===== src/rtl/instr_fetch_queue_pkg.sv =====
// Shared CPU front-end constants: fetch FSM encoding, PC step and reset vector.
// Latency: n/a (types and constants only).
// Backpressure: n/a.
package instr_fetch_queue_pkg;

    typedef enum logic [1:0] {
        ST_IDLE = 2'd0,
        ST_WAIT = 2'd1,
        ST_DROP = 2'd2
    } fetch_state_e;

    localparam int unsigned INSTR_BYTES      = 4;
    localparam int unsigned PC_INC           = INSTR_BYTES;
    localparam logic [31:0] RESET_PC_DEFAULT = 32'h0000_3000;

endpackage


===== src/rtl/instr_fetch_queue_sync_fifo.sv =====
// Generic synchronous FIFO with flush; head is read from registered storage.
// Latency: a push is visible at the head one cycle later.
// Backpressure: none; the caller must never push when full, and pops when empty are ignored.
module sync_fifo #(
    parameter int WIDTH = 64,
    parameter int DEPTH = 4
) (
    input  logic                       clk,
    input  logic                       rst,
    input  logic                       flush,
    input  logic                       push_vld,
    input  logic [WIDTH-1:0]           push_dat,
    input  logic                       pop_vld,
    output logic [WIDTH-1:0]           head_dat,
    output logic [$clog2(DEPTH):0]     count
);
    localparam int PTR_W = $clog2(DEPTH);
    localparam int CNT_W = PTR_W + 1;

    logic [WIDTH-1:0] mem_q [DEPTH];
    logic [WIDTH-1:0] mem_d [DEPTH];
    logic [PTR_W-1:0] wr_ptr_q, wr_ptr_d;
    logic [PTR_W-1:0] rd_ptr_q, rd_ptr_d;
    logic [CNT_W-1:0] cnt_q, cnt_d;
    logic             do_pop;

    always_comb begin
        mem_d    = mem_q;
        wr_ptr_d = wr_ptr_q;
        rd_ptr_d = rd_ptr_q;
        cnt_d    = cnt_q;
        do_pop   = pop_vld && (cnt_q != '0);
        if (flush) begin
            wr_ptr_d = '0;
            rd_ptr_d = '0;
            cnt_d    = '0;
        end else begin
            if (push_vld) begin
                mem_d[wr_ptr_q] = push_dat;
                wr_ptr_d        = wr_ptr_q + PTR_W'(1);
            end
            if (do_pop) begin
                rd_ptr_d = rd_ptr_q + PTR_W'(1);
            end
            cnt_d = cnt_q + CNT_W'(push_vld) - CNT_W'(do_pop);
        end
    end

    always_ff @(posedge clk) begin
        if (rst) begin
            wr_ptr_q <= '0;
            rd_ptr_q <= '0;
            cnt_q    <= '0;
        end else begin
            wr_ptr_q <= wr_ptr_d;
            rd_ptr_q <= rd_ptr_d;
            cnt_q    <= cnt_d;
        end
        mem_q <= mem_d;
    end

    // Empty head reads as zero so stale or never-written storage is not exposed.
    assign head_dat = (cnt_q != '0) ? mem_q[rd_ptr_q] : '0;
    assign count    = cnt_q;

endmodule


===== src/rtl/instr_fetch_queue.sv =====
// Instruction fetch: one outstanding memory request feeding a small instruction queue.
// Latency: memory latency + 1 cycle from request accept to out_valid.
// Backpressure: requests stop while the queue (including the reserved slot) is full.
module instr_fetch_queue
    import instr_fetch_queue_pkg::*;
#(
    parameter int                ADDR_W   = 32,
    parameter int                DATA_W   = 32,
    parameter int                DEPTH    = 4,
    parameter logic [ADDR_W-1:0] RESET_PC = ADDR_W'(RESET_PC_DEFAULT)
) (
    input  logic                      clk,
    input  logic                      rst,
    output logic                      imem_req,
    output logic [ADDR_W-1:0]         imem_addr,
    input  logic                      imem_ready,
    input  logic                      imem_rvalid,
    input  logic [DATA_W-1:0]         imem_rdata,
    output logic                      out_valid,
    input  logic                      out_ready,
    output logic [DATA_W-1:0]         out_instr,
    output logic [ADDR_W-1:0]         out_pc,
    input  logic                      redirect,
    input  logic [ADDR_W-1:0]         redirect_pc,
    output logic [$clog2(DEPTH):0]    count
);
    localparam int                CNT_W    = $clog2(DEPTH) + 1;
    localparam logic [ADDR_W-1:0] ALIGN_M  = ~ADDR_W'(INSTR_BYTES - 1);
    localparam logic [ADDR_W-1:0] PC_RESET = RESET_PC & ALIGN_M;

    typedef struct packed {
        logic [ADDR_W-1:0] pc;
        logic [DATA_W-1:0] instr;
    } fetch_entry_t;

    fetch_state_e      state_q, state_d, rst_state;
    logic [ADDR_W-1:0] pc_q, pc_d;
    logic [ADDR_W-1:0] req_pc_q, req_pc_d;
    logic              push_vld, pop_vld, flush, full;
    fetch_entry_t      push_dat, head_dat;
    logic [CNT_W-1:0]  fifo_cnt;

    assign full = (fifo_cnt == CNT_W'(DEPTH));

    always_comb begin
        state_d  = state_q;
        pc_d     = pc_q;
        req_pc_d = req_pc_q;
        push_vld = 1'b0;
        flush    = rst;
        imem_req = (state_q == ST_IDLE) && !full && !redirect && !rst;
        case (state_q)
            ST_IDLE: begin
                if (imem_req && imem_ready) begin
                    state_d  = ST_WAIT;
                    req_pc_d = pc_q;
                    pc_d     = pc_q + ADDR_W'(PC_INC);
                end
            end
            ST_WAIT: begin
                if (imem_rvalid) begin
                    push_vld = 1'b1;
                    state_d  = ST_IDLE;
                end
            end
            ST_DROP: begin
                if (imem_rvalid) begin
                    state_d = ST_IDLE;
                end
            end
            default: state_d = ST_IDLE;
        endcase
        // A response still owed by memory must be swallowed after a flush.
        if (redirect) begin
            flush    = 1'b1;
            push_vld = 1'b0;
            pc_d     = redirect_pc & ALIGN_M;
            if (state_q != ST_IDLE) begin
                state_d = imem_rvalid ? ST_IDLE : ST_DROP;
            end
        end
        rst_state = ((state_q == ST_WAIT || state_q == ST_DROP) && !imem_rvalid) ? ST_DROP : ST_IDLE;
    end

    always_ff @(posedge clk) begin
        if (rst) begin
            state_q  <= rst_state;
            pc_q     <= PC_RESET;
            req_pc_q <= '0;
        end else begin
            state_q  <= state_d;
            pc_q     <= pc_d;
            req_pc_q <= req_pc_d;
        end
    end

    assign push_dat = '{pc: req_pc_q, instr: imem_rdata};
    assign pop_vld  = out_valid && out_ready;

    sync_fifo #(
        .WIDTH (ADDR_W + DATA_W),
        .DEPTH (DEPTH)
    ) u_fifo (
        .clk      (clk),
        .rst      (rst),
        .flush    (flush),
        .push_vld (push_vld),
        .push_dat (push_dat),
        .pop_vld  (pop_vld),
        .head_dat (head_dat),
        .count    (fifo_cnt)
    );

    assign imem_addr = pc_q;
    assign out_valid = (fifo_cnt != '0);
    assign out_instr = head_dat.instr;
    assign out_pc    = head_dat.pc;
    assign count     = fifo_cnt;

endmodule


===== config.mk =====
export PLATFORM = sky130hd
export DESIGN_NAME = instr_fetch_queue
export DESIGN_NICKNAME = d
export VERILOG_FILES = /design/src/rtl/instr_fetch_queue_pkg.sv /design/src/rtl/instr_fetch_queue_sync_fifo.sv /design/src/rtl/instr_fetch_queue.sv
export SDC_FILE = /design/constraint.sdc
export NUM_CORES = 1
export LEC_CHECK = 0
export BUFFER_PORTS_ARGS = -buffer_cell sky130_fd_sc_hd__buf_2
export CAP_MARGIN = 10
export CORE_UTILIZATION = 37
export DETAILED_ROUTE_END_ITERATION = 8
export GPL_TIMING_DRIVEN = 0
export PLACE_DENSITY_LB_ADDON = 0.05
export SETUP_SLACK_MARGIN = 0.15
export SLEW_MARGIN = 40
export SYNTH_ARGS = -nofsm -noshare
export SYNTH_HDL_FRONTEND = slang
export SYNTH_SLANG_ARGS = --single-unit

===== constraint.sdc =====
create_clock -name clk -period 6.2 [get_ports clk]
set_input_delay 0.31 -clock clk [delete_from_list [all_inputs] [get_ports clk]]
set_output_delay 0.31 -clock clk [all_outputs]
set_load 0.05 [all_outputs]

Word-level counts from Yosys, hierarchy flattened

Index checks and enable logic that the tools add are counted.

Flip-flop bits (word level): 329
Bits in latches: 0
Memory bits (writable): 0
Memory bits (read-only): 0
Bits of input ports: 70
Output and inout bits: 101
Logic and storage cells: 71
Memories: 0

Add/subtract/negate cells: 5
$mul: 0
Divide/modulo/power cells: 0
$lt $le $gt $ge: 3
Equal/unequal tests: 3
Shift-type cells: 0
Muxes and demuxes: 22
Bitwise gates (word level): 3
Reduce and logical (&&, ||, !) cells: 24

Operators with widths:

| kind                                                                         | count |
|---|---|
| 256-bit bitwise mux                                                          | 1 |
| 64-bit 2-to-1 mux                                                            | 4 |
| 64-bit binary-select mux with 2-bit select                                   | 1 |
| 64-bit demux with 2-bit select                                               | 1 |
| 32-bit 2-to-1 mux                                                            | 3 |
| 32-bit by 3-bit adder with 32-bit output, second input constant              | 1 |
| 2-bit 2-to-1 mux                                                             | 7 |
| 1-bit logical AND                                                            | 8 |
| 3-bit greater-or-equal comparator, second input constant                     | 2 |
| 2-bit NOT with 3-bit output                                                  | 2 |
| 2-bit AND reduction                                                          | 3 |
| 2-bit nonzero test                                                           | 3 |
| 2-bit OR reduction                                                           | 3 |
| 2-bit by 1-bit adder with 2-bit output, second input constant                | 2 |
| 1-bit zero test                                                              | 4 |
| 1-bit 2-to-1 mux                                                             | 4 |
| 2-bit case mux with 2 select lines                                           | 1 |
| 3-bit by 1-bit adder with 3-bit output                                       | 1 |
| 3-bit == test, second input constant                                         | 1 |
| 3-bit by 1-bit less-than comparator with 1-bit output, second input constant | 1 |
| 3-bit nonzero test                                                           | 1 |
| 3-bit by 1-bit subtractor with 3-bit output                                  | 1 |
| 2-bit by 1-bit == test with 1-bit output, second input constant              | 1 |
| 2-bit == test, second input constant                                         | 1 |
| 3 further kinds                                                              | 3 |

Depth between registers and ports, before layout

Depth after elaboration: 11
Mapped depth: 11

Hierarchy

Synthesis repeated with hierarchy kept, for this count alone.

Cells, all modules: 837
Area total of the unflattened synthesis: 13158.9 um^2

Modules (own cells, without submodules):

| module            | times used | cells an instance | area an instance (um^2) | sequential area each (um^2) |
|---|---|---|---|---|
| sync_fifo         | 1          | 450               | 10139.7                 | 7827.5 |
| instr_fetch_queue | 1          | 387               | 3019.1                  | 1241.2 |

Worst setup path before layout

OpenSTA, ideal clock, no wires.

Path type: register to register
From: reg state_q[1]
To: reg u_fifo.mem_q[0] (netlist name) (enable)
Library setup time: 0.427 ns
Data arrival time: 2.296 ns
Required time: 5.773 ns
Slack: 3.477 ns
Cell stages (with the launch flop): 5
Buffers on the path: 0
Cells stage by stage: dfxtp_1 -> inv_1 -> ha_1 -> and2_0 -> and3_1

Cells in the longest elaborated chain, start to end: 4

RTL lines:

| item                                     | line                              | source |
|---|---|---|
| start, declared                          | instr_fetch_queue.sv:36           | `fetch_state_e state_q, state_d, rst_state;` |
| start signal, assigned                   | instr_fetch_queue.sv:87           | `state_q <= rst_state;` |
| start signal, assigned                   | instr_fetch_queue.sv:91           | `state_q <= state_d;` |
| 2-bit by 1-bit == test with 1-bit output | instr_fetch_queue.sv:52           | `case (state_q)` |
| 1-bit 2-to-1 mux                         | instr_fetch_queue.sv:52           |  |
| 1-bit 2-to-1 mux                         | instr_fetch_queue.sv:74           | `if (redirect) begin` |
| 2-bit AND reduction (no source line)     | n/a                               |  |
| end signal, assigned                     | instr_fetch_queue_sync_fifo.sv:59 | `mem_q <= mem_d;` |
| end, declared                            | instr_fetch_queue_sync_fifo.sv:20 | `logic [WIDTH-1:0] mem_q [DEPTH];` |

Every way passes these cells.
A chain may end at the register's enable or synchronous reset.

Worst setup path in the final report

From: reg u_fifo.rd_ptr_q[0]
To: out out_pc[22]

Cells in the longest elaborated chain, start to end: 5

RTL lines:

| item                                                 | line                              | source |
|---|---|---|
| start, declared                                      | instr_fetch_queue_sync_fifo.sv:23 | `logic [PTR_W-1:0] rd_ptr_q, rd_ptr_d;` |
| start signal, assigned                               | instr_fetch_queue_sync_fifo.sv:56 | `rd_ptr_q <= rd_ptr_d;` |
| 2-bit NOT with 3-bit output (not written as such)    | instr_fetch_queue_sync_fifo.sv:63 | `assign head_dat = (cnt_q != '0) ? mem_q[rd_ptr_q] : '0;` |
| 64-bit binary-select mux with 2-bit select           | instr_fetch_queue_sync_fifo.sv:63 |  |
| 64-bit 2-to-1 mux (not written as such) (2 in a row) | instr_fetch_queue_sync_fifo.sv:63 |  |
| 64-bit 2-to-1 mux                                    | instr_fetch_queue_sync_fifo.sv:63 |  |
| end, declared                                        | instr_fetch_queue.sv:22           | `output logic [ADDR_W-1:0] out_pc,` |

Every way passes these cells. The select of a mux whose other input is x is not followed.

==> impl_metrics.env <==
export IMPL_fin_crit_sh_pct=49.7
export IMPL_critPathArrivalTime_ps=2770
export IMPL_post_cts_buffers=0
export IMPL_place_hpwl_microns=20700
export IMPL_drt_iter0_drc=554
export IMPL_synth_top_cell_area_share_pct=57.9
export IMPL_dieArea_sq_um=35500
export IMPL_holdCritStartpoint="imem_rdata[5]"
export IMPL_cts_sinks=317
export IMPL_ys_seq_area_share_pct=68.7
export IMPL_layoutNonFillerInstCount=1522
export IMPL_pwr_share_seq_pct=50.3
export IMPL_io_pins=171
export IMPL_cts_hold_buf=4
export IMPL_dp_cells=1457
export IMPL_core_area_sq_um=33900
export IMPL_end_kind="output port"
export IMPL_setup_tns_ps=0
export IMPL_htreeDepth=2
export IMPL_yosys_top_cells_area="edfxtp_1 (58%), mux4_2 (11%), dfxtp_1 (11%)"
export IMPL_cts_resized=0
export IMPL_cap_viol_max_count=0
export IMPL_clkLatencyLatePin_ps=500
export IMPL_crit_type="reg2out"
export IMPL_start_util_pct=37.9
export IMPL_crit_start="u_fifo.rd_ptr_q[0]$_SDFFE_PP0P_"
export IMPL_synth_edf_count=248
export IMPL_clockPowerShare_pct=43.4
export IMPL_swShare_pct=22.5
export IMPL_io_buffers=163
export IMPL_rr_startpoint="u_fifo.count[1]$_SDFF_PP0_"
export IMPL_crit_family="buffers and inverters"
export IMPL_cp_slowest_cell="mux4_2"
export IMPL_grt_overflow_total=0
export IMPL_synth_most_common_cell="edfxtp_1"
export IMPL_grt_pass1_wl_microns=47400
export IMPL_syn_to_final_growth_pct=21.3
export IMPL_grt_pass1_vias=7912
export IMPL_start_kind="flop"
export IMPL_worstPathMaxFanout=10
export IMPL_power_share_combinational_pct=6.3
export IMPL_syn_avg_cell_area_sq_um=15.4
export IMPL_antenna_found_initial=0
export IMPL_slowest_delay_ps=590
export IMPL_yosys_area_top_type="edfxtp_1"
export IMPL_ys_top_cells_by_count="edfxtp_1 (248), nand2_1 (82), and2_1 (71), dfxtp_1 (69), mux4_2 (62)"
export IMPL_dpl_cell_area_sq_um=14400
export IMPL_worst_clock_skew_ps=10.7
export IMPL_min_path_type="in2reg"
export IMPL_syn_area_sq_um=12900
export IMPL_reg2reg_to="u_fifo.count[2]$_SDFF_PP0_"
export IMPL_tightest_slew_ps=789
export IMPL_cts_made_buffers=35
export IMPL_rows=67
export IMPL_power_density_nw_per_um2=299
export IMPL_regToRegSetupSlack_ps=3290
export IMPL_async_reset_ff_share_pct=0
export IMPL_path_cells="clkbuf_1, buf_2, mux4_2, and2_1, buf_2"
export IMPL_syn_inst=835
export IMPL_antenna_cells=0
export IMPL_drt_total_wl_microns=30800
export IMPL_maxSlewViolCount=0
export IMPL_cts_tree="built"
export IMPL_yosysWarnings=0
export IMPL_internal_power_uw=3610
export IMPL_slew_headroom_pct=47.4
export IMPL_hold_end="u_fifo.mem_q[69]$_DFFE_PP_"
export IMPL_ys_flop_type="edfxtp_1"
export IMPL_fmax_mhz=325
export IMPL_peakVddDrop_uv=141
export IMPL_drive_gt1_share_pct=29.5
export IMPL_ys_ff_latch=317
export IMPL_finalPower_uw=4660
export IMPL_rsz0062_at_grt="no"
export IMPL_power_switching_uw=1050
export IMPL_antenna_left=0
export IMPL_clk_pin_slew_worst_paths_ps=60
export IMPL_grt_max_degree=32
export IMPL_hold_viol=0
export IMPL_viasPerCell=5.15
export IMPL_die_h_microns=188
export IMPL_period_needed_ps=3080
export IMPL_finalSetupViolCount=0
export IMPL_wire_per_inst_microns=20.2
export IMPL_path_buf_inv=3
export IMPL_r2r_cells=11
export IMPL_power_leakage_uw=0.00526
export IMPL_min_delay_path_depth=1
export IMPL_die_x_microns=188
export IMPL_vias=7835
export IMPL_final_area_sq_um=15600
export IMPL_cp_required_ps=5890
export IMPL_ys_types=61
export IMPL_path_common_cell="buf_2"
export IMPL_clk_path_buf_depth=3
export IMPL_cts_root_buffer="clkbuf_16"
export IMPL_status="completed"
export IMPL_place_gp_congestion=0.842
export IMPL_first_pass_iters=5
export IMPL_nNetsFinal=1131
export IMPL_drc=0
export IMPL_grt_usage_pct=17.6
-- per-stage QoR --
step | hold slack, ps | setup WS, ps | utilization (%)
finish | 26.6 | 3120 | 46.0
global route | 8.36 | 2900 | 46.0
CTS | 1.76 | 2980 | 46.0
detailed placement | 487 | 3220 | 42.6
global placement | 486 | 1690 | 42.0
floorplan | 409 | 3480 | -
-- worst max path at each step --
stage	to	slack, ps	cells after the start
global route	out_pc[22]	2900	5
global placement	u_fifo.mem_q[244]$_DFFE_PP_	1690	4
floorplan	u_fifo.mem_q[0]$_DFFE_PP_	3480	4
detailed placement	u_fifo.count[2]$_SDFF_PP0_	3220	11
finish	out_pc[22]	3120	5
CTS	out_pc[22]	2980	5
-- logic make-up (layout without fill, tap and decap cells) --
kind of cell | after synthesis | after routing | synth area share [%]
compound gates | 101 | 101 | 5.09
xor+xnor | 9 | 9 | 0.613
fa+ha+maj | 11 | 11 | 1.13
buf+inv | 72 | 308 | 2.41
flops | 317 | 317 | 68.7
mux | 63 | 63 | 11.0
other cells | 1 | 4 | 0.0292
simple gates | 261 | 261 | 11.1
-- power groups by stage --
| stage | combinational, uW | clock, uW | sequential [uW] |
|---|---|---|---|
| after floorplan | 148 | 0 | 2420 |
| after global routing | 315 | 2170 | 2350 |
| after detailed placement | 292 | 0 | 2390 |
| after global placement | 292 | 0 | 2390 |
| final | 293 | 2020 | 2340 |
| after CTS | 295 | 2090 | 2340 |
-- routing by layer --
layer,share of wire [%],global-route usage [%],up-vias
met5,0,0,-
met4,2.1,5.27,0
met3,6.4,3.46,44
met2,46,27.2,283
met1,46,25.2,3857
li1,-,-,3651
-- worst register-to-register path, stage by stage, from the launching register on --
cell and delay, ps:
dfxtp_1 450, or3_1 240, clkbuf_1 580, and2_1 330
ha_1 260, inv_1 50, ha_1 120, inv_1 40
fa_1 360, xor2_1 170, xnor2_1 130, nor2_1 50
-- area by class of cell --
cell class	instances	area [sq um]
Timing Repair Buffer	175	1020
Buffer	56	250
Fill cell	3093	18300
Clock inverter	13	115
Tap cell	448	561
Sequential cell	317	8830
Inverter	16	60.1
Clock buffer	48	1010
Multi-Input combinational cell	449	3750
-- placed cells by master, fill, tap and decap left out, types with 3 or more instances in the layout --
master	count
inv_1	16
nand2_1	82
o211ai_1	7
and2_1	71
clkbuf_16	38
buf_2	177
o311ai_0	5
and3_4	4
and4_1	5
a21oi_1	42
buf_12	8
nor4_1	4
nand4_1	14
ha_1	10
or4_1	5
or3_1	3
and3_1	7
edfxtp_1	248
nand3_1	17
conb_1	4
nor4_2	3
clkbuf_1	43
mux4_2	62
a22oi_1	3
nor3_1	9
buf_4	4
nor2_1	19
a211oi_1	5
o21ai_0	6
dfxtp_1	69
clkinv_1	4
a31oi_1	12
clkinv_2	5
dlygate4sd3_1	4
o221ai_1	4
xnor2_1	7
or4b_1	3
-- flip-flops by register name, indices dropped and copies added, names as in the netlist --
register         flops
imem_addr           30
req_pc_q            30
state_q              2
u_fifo.count         3
u_fifo.mem_q       248
u_fifo.rd_ptr_q      2
u_fifo.wr_ptr_q      2
Note: power is estimated with default switching activity, not from simulation.
